==> config.mk <==
export PLATFORM = sky130hd
export DESIGN_NAME = costas_tick_scheduler
export DESIGN_NICKNAME = d
export VERILOG_FILES = /design/src/rtl/costas_tick_scheduler.sv
export SDC_FILE = /design/constraint.sdc
export NUM_CORES = 1
export LEC_CHECK = 0
export CORE_MARGIN = 4
export CORE_UTILIZATION = 30
export DETAILED_ROUTE_END_ITERATION = 12
export SETUP_SLACK_MARGIN = 0.5
export SLEW_MARGIN = 40
export SYNTH_ARGS = -nofsm -noshare
export SYNTH_HDL_FRONTEND = slang
export SYNTH_SLANG_ARGS = --single-unit
==> constraint.sdc <==
create_clock -name clock -period 4.56 [get_ports clock]
set_clock_uncertainty 0.1 [all_clocks]
set_input_delay 1.368 -clock clock [delete_from_list [all_inputs] [get_ports clock]]
set_output_delay 1.368 -clock clock [all_outputs]
set_load 0.005 [all_outputs]
==> src/rtl/costas_tick_scheduler.sv <==
// Purpose: programmable loop-rate divider that sequences sample -> filter -> NCO strobes on every divided tick.
// Latency: tick and sample_stb one cycle after the wrap edge; filter_stb follows 1 cycle later (plus stalls), nco_stb 1 after that.
// Backpressure: filter_ready low holds the sequencer in FILTER; cfg_ready stays low while a divide value waits for the next wrap.
module costas_tick_scheduler #(
   parameter int CNT_W       = 10,
   parameter int DEFAULT_DIV = 1000,
   parameter int MIN_DIV     = 3
) (
   input  logic             clock,
   input  logic             reset,
   input  logic             enable,
   input  logic             cfg_valid,
   input  logic [CNT_W-1:0] cfg_div,
   output logic             cfg_ready,
   input  logic             filter_ready,
   input  logic             overrun_clr,
   output logic             tick,
   output logic             sample_stb,
   output logic             filter_stb,
   output logic             nco_stb,
   output logic [CNT_W-1:0] active_div,
   output logic             overrun
);

   typedef enum logic [1:0] {
      IDLE   = 2'd0,
      SAMPLE = 2'd1,
      FILTER = 2'd2,
      NCO    = 2'd3
   } state_t;

   localparam logic [CNT_W-1:0] DEF_DIV_V = CNT_W'(DEFAULT_DIV);
   localparam logic [CNT_W-1:0] MIN_DIV_V = CNT_W'(MIN_DIV);

   logic [CNT_W-1:0] count;
   logic [CNT_W-1:0] pend_div;
   logic             pend_vld;
   state_t           state;
   logic             wrap;
   logic             cfg_fire;
   logic [CNT_W-1:0] cfg_clamped;

   // A wrap only happens on a counting cycle; the compare always uses the divide value of the running period.
   assign wrap        = enable && (count == active_div);
   assign cfg_fire    = cfg_valid && !pend_vld;
   assign cfg_ready   = !pend_vld;
   assign cfg_clamped = (cfg_div < MIN_DIV_V) ? MIN_DIV_V : cfg_div;

   // Divider counter: freezes while enable is low, returns to 0 on the wrap.
   always_ff @(posedge clock) begin
      if (reset) begin
         count <= '0;
      end else if (enable) begin
         count <= wrap ? '0 : count + CNT_W'(1);
      end
   end

   // tick is the registered wrap, so it is high exactly one cycle after the wrap edge.
   always_ff @(posedge clock) begin
      if (reset) begin
         tick <= 1'b0;
      end else begin
         tick <= wrap;
      end
   end

   // Config holding register: a new rate is only swapped in at a period boundary, never mid-period.
   always_ff @(posedge clock) begin
      if (reset) begin
         active_div <= DEF_DIV_V;
         pend_div   <= DEF_DIV_V;
         pend_vld   <= 1'b0;
      end else begin
         if (wrap && pend_vld) begin
            active_div <= pend_div;
            pend_vld   <= 1'b0;
         end else if (cfg_fire) begin
            pend_div   <= cfg_clamped;
            pend_vld   <= 1'b1;
         end
      end
   end

   // Update sequencer and sticky overrun; runs regardless of enable so an in-flight sequence always completes.
   always_ff @(posedge clock) begin
      if (reset) begin
         state   <= IDLE;
         overrun <= 1'b0;
      end else begin
         // A tick that lands on a busy sequencer is dropped but recorded; a new set beats a coincident clear.
         if (wrap && (state != IDLE)) begin
            overrun <= 1'b1;
         end else if (overrun_clr) begin
            overrun <= 1'b0;
         end

         case (state)
            IDLE:    if (wrap) state <= SAMPLE;
            SAMPLE:  state <= FILTER;
            FILTER:  if (filter_ready) state <= NCO;
            NCO:     state <= IDLE;
            default: state <= IDLE;
         endcase
      end
   end

   assign sample_stb = (state == SAMPLE);
   assign filter_stb = (state == FILTER) && filter_ready;
   assign nco_stb    = (state == NCO);

endmodule
==> results of run 1 <==
## cell families (layout without fill, tap and decap cells)
kind of cell	after synthesis	count (layout)	synth area share (%)
simple gates	63	63	22.4
flops	35	35	44.7
compound gates	18	18	6.46
xor+xnor	18	18	10.0
buf+inv	14	51	4.15
mux	13	13	8.29
fa+ha+maj	5	5	3.99
## final timing paths
check               start  cells after the start  slack, ns       endpoint
max          filter_ready                      3       0.64     filter_stb
min reg2reg   pend_div[0]                      2       0.39  active_div[0]
min           pend_div[0]                      2       0.39  active_div[0]
max reg2reg      count[0]                      5       2.67       count[3]
## cell usage after synthesis, drive strengths merged
master and instances:
or2b 1, o22ai 2, nand2 12, buf 3, clkbuf 2, a21oi 11
and3 3, and2 2, nor2 23, ha 5, nand4 6, inv 9
xor2 15, mux2i 13, nor3 7, o221a 1, and4 1, o21ai 3
nand3b 1, nand3 2, nand2b 1, a21boi 1, dfxtp 35, nor2b 1
nor4 3, xnor2 3
## stage by stage
stage	instance area [um2]	hold slack [ns]	std cells	power, W
finish	2060	0.386	273	0.000602
global route	2060	0.409	273	0.000630
CTS	2060	0.395	273	0.000613
detailed placement	1960	0.377	265	0.000370
global placement	1960	0.364	265	0.000370
floorplan	1570	0.343	166	0.000347
## report_power, final
| part | leakage, nW | switching [W] | internal, W |
|---|---|---|---|
| logic | 0.494 | 0.0000188 | 0.0000238 |
| clock network | 0.0515 | 0.000101 | 0.000138 |
| registers | 0.285 | 0.00000710 | 0.000313 |
## metal layers
layer  share of wire [%]  GRT usage (%)  vias up
li1                    -              -      634
met1                  46           13.7      551
met2                  47           17.3       32
met3                 5.0           3.70        8
met4                 2.5           5.41        0
met5                   0              0        -
## state kept, by name, indices dropped and copies added (netlist names)
signal / cells
active_div: 10
count: 10
overrun: 1
pend_div: 10
pend_vld: 1
state: 2
tick: 1
## area by class of cell
cell class | instances | area (um2)
Inverter | 9 | 33.8
Timing Repair Buffer | 34 | 333
Sequential cell | 35 | 701
Clock buffer | 8 | 100
Fill cell | 532 | 3020
Multi-Input combinational cell | 117 | 803
Tap cell | 70 | 87.6
## worst register-to-register path: stages (launching register included)
cell	delay (ns)
dfxtp_1	0.47
xor2_1	0.15
nor4_4	0.40
nand3_1	0.26
nand2_1	0.31
nor2_1	0.09
==> impl_results.md, run 1 <==
- Vias in the first global route: 1,176
- Fin Setup TNS: 0 ns
- Pwr/cell area: 293 nW/um2
- Worst-path cell chain: clkdlybuf4s50_1 -> and2_1 -> clkdlybuf4s50_1
- DIE AREA: 6450 um2
- Fmax: 0.255 GHz
- Crit. End Element: primary output
- Root buf cell: clkbuf_8
- Cell taking the most area after synthesis: dfxtp_1
- Crit start category: primary input
- Kind of cell adding the most delay to the critical path: buffers and inverters
- CP arrival: 2.45 ns
- Final setup margin: 0.642 ns
- Pre-CTS setup slack: 0.640 ns
- Layout net count: 223
- Hpwl dp: 2410 um
- Crit path kind: primary input to primary output
- Worst path buffer plus inverter count: 2
- Layout cells sized above 1: 8.87%
- CTS tree: yes
- Die width: 80.3 um
- Distinct cells, synth: 32
- Mapped Avg Cell Area: 9.45 um2
- Most common cell on crit path: clkdlybuf4s50_1
- Post-layout util: 40.6%
- GPL Wtd Cong: 0.784
- WL final: 3150 um
- Data required, critical path: 3.09 ns
- Crit path time final: 3.92 ns
- Final ANT Viol Nets: 0
- Sequential area share after synthesis: 44.7%
- Largest net degree at the start of global routing: 24
- Worst Hold Class: flip-flop to flip-flop
- I/O Buffers: 31
- Top-area cell type share of the netlist area: 44.7%
- Die Y: 80.3 um
- TritonCTS Buffers: 5
- Global Route Usage Sum: 11.1%
- Maxcap violations: 0
- Global-route wire length before repair: 5600 um
- Most frequent cells in the layout: dfxtp_1, clkdlybuf4s50_1, nor2_1, xor2_1, mux2i_1
- Core box area: 5070 um2
- Worst-Skew Late Latency: 0.28 ns
- Synth Instances: 166
- Mapped Nets: 187
- Yosys warnings: 0
- Drc violations: 0
- I/O Pins: 32
- Slew HR: 75.6%
- Setup Buffers After CTS: 0
- Layout area overhead: 31.2%
- Synth top area cells: dfxtp_1, xor2_1, mux2i_1
- DR iter-0 viols: 62
- Most common cell after layout, fill and taps aside: dfxtp_1
- Final Max Slew Viols: 0
- Initial core utilization: 30.9%
- Diodes inserted: 0
- Status: finished clean
- Tcrit/Tclk final: 85.9%
- Grt ovf: 0
- Leakage dissipation: 0.830 nW
- Core Rows: 26
- Clock Sinks: 35
- H-tree level count: 2
- VDD IR max: 0.127 mV
- DR pass1 iterations: 4
- Hold_buf cts: 0
- Synth Register Bits: 35
- Vias per Instance: 4.49
- Via count of the routed design: 1,225
- Initial antenna violation count: 0
- RSZ-0062 raised after global routing: false
- Synthesized cell area: 1570 um2
- PostCTS Resize Cnt: 0
- Final Hold Fails: 0
- CP Max Fanout: 2
- Clk slew on worst S/H paths: 0.07 ns
- Setup violations, final: 0
- Max clock buf depth: 2
- Worst path slowest cell: clkdlybuf4s50_1
- Slew @ Worst Pin: 0.364 ns
- Slowest stage delay, CP: 0.49 ns
- WL/cell: 11.5 um
Power figures use the tool's default switching activity.
==> run 2: changes to the inputs <==
--- a/config.mk
+++ b/config.mk
@@ -5,6 +5,7 @@
 export SDC_FILE = /design/constraint.sdc
 export NUM_CORES = 1
 export LEC_CHECK = 0
+export ABC_AREA = 1
 export CORE_MARGIN = 4
 export CORE_UTILIZATION = 30
 export DETAILED_ROUTE_END_ITERATION = 12
==> run 2 against run 1 <==
Against the previous run: synthesized area increased by 11%; register-to-register slack better by 0.20 ns; wire length grew 21%; critical path depth increased by 1; clock power is essentially flat; sequential power is 5% higher; sequential share of layout area is 2.5 points lower; die area is 9.7% higher; worst hold slack lost 0.013 ns; critical path type unchanged.
==> impl_results.md, run 2 <==
- Worst path slowest cell: clkdlybuf4s50_1
- DIE AREA: 7070 um2 (+9.7%)
- Initial core utilization: 31.2% (+0.26 points)
- Most common cell on crit path: clkdlybuf4s50_1
- Synth Instances: 250 (+51%)
- Sequential area share after synthesis: 40.3% (-4.3 points)
- Die Y: 84.1 um (+4.7%)
- RR Endpoint: count[9]
- Status: finished clean
- Via count of the routed design: 1,574 (+28%)
- Slew @ Worst Pin: 0.473 ns (+0.109 ns)
- Yosys warnings: 0 (unchanged)
- Placed insts: 350 (+32%)
- Leakage dissipation: 1.03 nW (+24%)
- Synth cell count leaders: nand2_1, dfxtp_1, inv_1
- Setup violations, final: 0 (unchanged)
- Pwr/cell area: 310 nW/um2 (+6.1%)
- Fin Setup TNS: 0 ns (unchanged)
- RSZ-0062 raised after global routing: false
- Storage cell area: 701 um2 (unchanged)
- DR iter-0 viols: 62 (unchanged)
- Count leader, synth: nand2_1
- Grt ovf: 0 (unchanged)
- Diodes inserted: 0 (unchanged)
- Die width: 84.1 um (+4.7%)
- Final ANT Viol Nets: 0 (unchanged)
- Mapped Nets: 271 (+45%)
- Max clock buf depth: 2 (unchanged)
- Slew HR: 68.4% (-7.2 points)
- CP Max Fanout: 2 (unchanged)
- Global Route Usage Sum: 11.6% (+0.44 points)
- FF-to-FF Start: count[0]
- Synthesized cell area: 1740 um2 (+11%)
- Fillers: 590 (+11%)
- Worst Hold Class: flip-flop to flip-flop
- Tcrit/Tclk final: 85.4% (-0.53 points)
- Synth top area cells: dfxtp_1, nand2_1, inv_1
- Worst reg-to-reg path cell count: 7 (+2)
- Most used DFF post-synth: dfxtp_1
- Most common cell after layout, fill and taps aside: nand2_1
- Drc violations: 0 (unchanged)
- Synth Register Bits: 35 (unchanged)
- Global-route wire length before repair: 6670 um (+19%)
- Slowest stage delay, CP: 0.48 ns (about the same)
- Most frequent cells in the layout: nand2_1, dfxtp_1, inv_1, clkdlybuf4s50_1, nand3_1
- Mapped Avg Cell Area: 6.95 um2 (-26%)
- Clk slew on worst S/H paths: 0.07 ns (about the same)
- Fmax: 0.257 GHz (+0.62%)
- Top-area cell type share of the netlist area: 40.3% (-4.3 points)
- TritonCTS Buffers: 5 (unchanged)
- Root buf cell: clkbuf_8
- Layout cells sized above 1: 7.34% (-1.5 points)
- Finished Layout Cells: 358 (+31%)
- Crit start category: primary input
- Setup Buffers After CTS: 0 (unchanged)
- I/O Pins: 32 (unchanged)
- R2R Setup Slk: 2.87 ns (+0.20 ns)
- Hold depth: 2 (unchanged)
- Worst-Skew Late Latency: 0.29 ns (about the same)
- Crit path time final: 3.89 ns (-0.0243 ns)
- Hpwl dp: 3010 um (+25%)
- Core box area: 5570 um2 (+9.8%)
- Data required, critical path: 3.09 ns (about the same)
- H-tree level count: 2 (unchanged)
- Largest registers: active_div x10, count x10, pend_div x10
- Worst path buffer plus inverter count: 3 (+1)
- I/O Buffers: 31 (unchanged)
- Hold Path Origin: pend_div[9]
- Final Hold Fails: 0 (unchanged)
- Final Max Slew Viols: 0 (unchanged)
- Worst Hold End: pend_div[9]
- Post-synth EDFFs: 0 (unchanged)
- Clock Sinks: 35 (unchanged)
- CTS tree: yes
- Layout area overhead: 28.0%
- Vias per Instance: 4.40 (-2.0%)
- Area of the multi-input gates: 858 um2 (+6.9%)
- WL final: 3800 um (+21%)
- PostCTS Resize Cnt: 0 (unchanged)
- Layout net count: 306 (+37%)
- VDD IR max: 0.197 mV (+55%)
- Vias in the first global route: 1,498 (+27%)
- Maxcap violations: 0 (unchanged)
- Worst-path cell chain: clkdlybuf4s50_1 -> nand2_1 -> inv_1 -> clkdlybuf4s50_1
- DR pass1 iterations: 4 (unchanged)
- Kind of cell adding the most delay to the critical path: buffers and inverters
- Hold_buf cts: 0 (unchanged)
- Crit path kind: primary input to primary output
- GPL Wtd Cong: 0.805 (+2.7%)
- Core Rows: 27 (+3.8%)
- Crit. End Element: primary output
- Distinct cells, synth: 31 (-3.1%)
- Synth async-reset ratio: 0% (unchanged)
- WL/cell: 10.6 um (-8.1%)
- Largest net degree at the start of global routing: 26 (+8.3%)
- CP arrival: 2.43 ns (-0.02 ns)
- Initial antenna violation count: 0 (unchanged)
- Cell taking the most area after synthesis: dfxtp_1
-- run 2: worst max-delay path by stage --
| stage | from | to | slack (ns) | cells past startpoint |
|---|---|---|---|---|
| after floorplan | filter_ready | filter_stb | 1.64 | 2 |
| after global placement | filter_ready | filter_stb | 0.67 | 4 |
| after detailed placement | filter_ready | filter_stb | 0.67 | 4 |
| after CTS | filter_ready | filter_stb | 0.66 | 4 |
| after global routing | filter_ready | filter_stb | 0.62 | 4 |
| final | filter_ready | filter_stb | 0.67 | 4 |
-- run 2: metrics by stage --
stage          total power, W  hold slack, ns  area [um2]  setup WS [ns]  util (%)
2_1_floorplan        0.000411           0.330        1740           1.64         -
3_3_place_gp         0.000456           0.347        2130          0.667      38.1
3_5_place_dp         0.000459           0.358        2130          0.666      38.1
4_1_cts              0.000699           0.377        2220          0.660      39.9
5_1_grt              0.000732           0.400        2220          0.621      39.9
6_report             0.000690           0.373        2220          0.667      39.9
-- run 2: where the power goes --
group	total (W)	internal (W)	switching [W]
combinational	0.000112	0.0000550	0.0000574
clock	0.000240	0.000123	0.000117
sequential	0.000338	0.000323	0.0000152
total	0.000690	0.000501	0.000189
-- run 2: cell type report --
class | count | share of cell area [%]
sequential | 35 | 31.5
tap | 72 | 4.05
inverter | 39 | 6.81
clock inverter | 2 | 0.731
timing repair buffer | 33 | 14.6
multi-input combinational | 171 | 38.6
clock buffer | 6 | 3.71
-- run 2: kinds of logic after synthesis --
group | count (synthesis) | share of synthesized area [%]
flops | 35 | 40.3
buf+inv | 44 | 10.3
fa+ha+maj | 5 | 3.60
compound gates | 22 | 7.49
xor+xnor | 5 | 2.52
simple gates | 139 | 35.8
-- run 2: worst min-delay path, cell delays in order, from the launching register on --
cell and delay [ns]:
dfxtp_1 0.34, nand2_1 0.05, nand3_1 0.05
-- run 2: routing by layer --
layer	global-route usage, %	vias up	share of wire, %
met1	14.6	680	48
li1	-	861	-
met3	2.86	4	4.6
met5	0	-	0
met2	18.8	29	46
met4	4.82	0	1.4
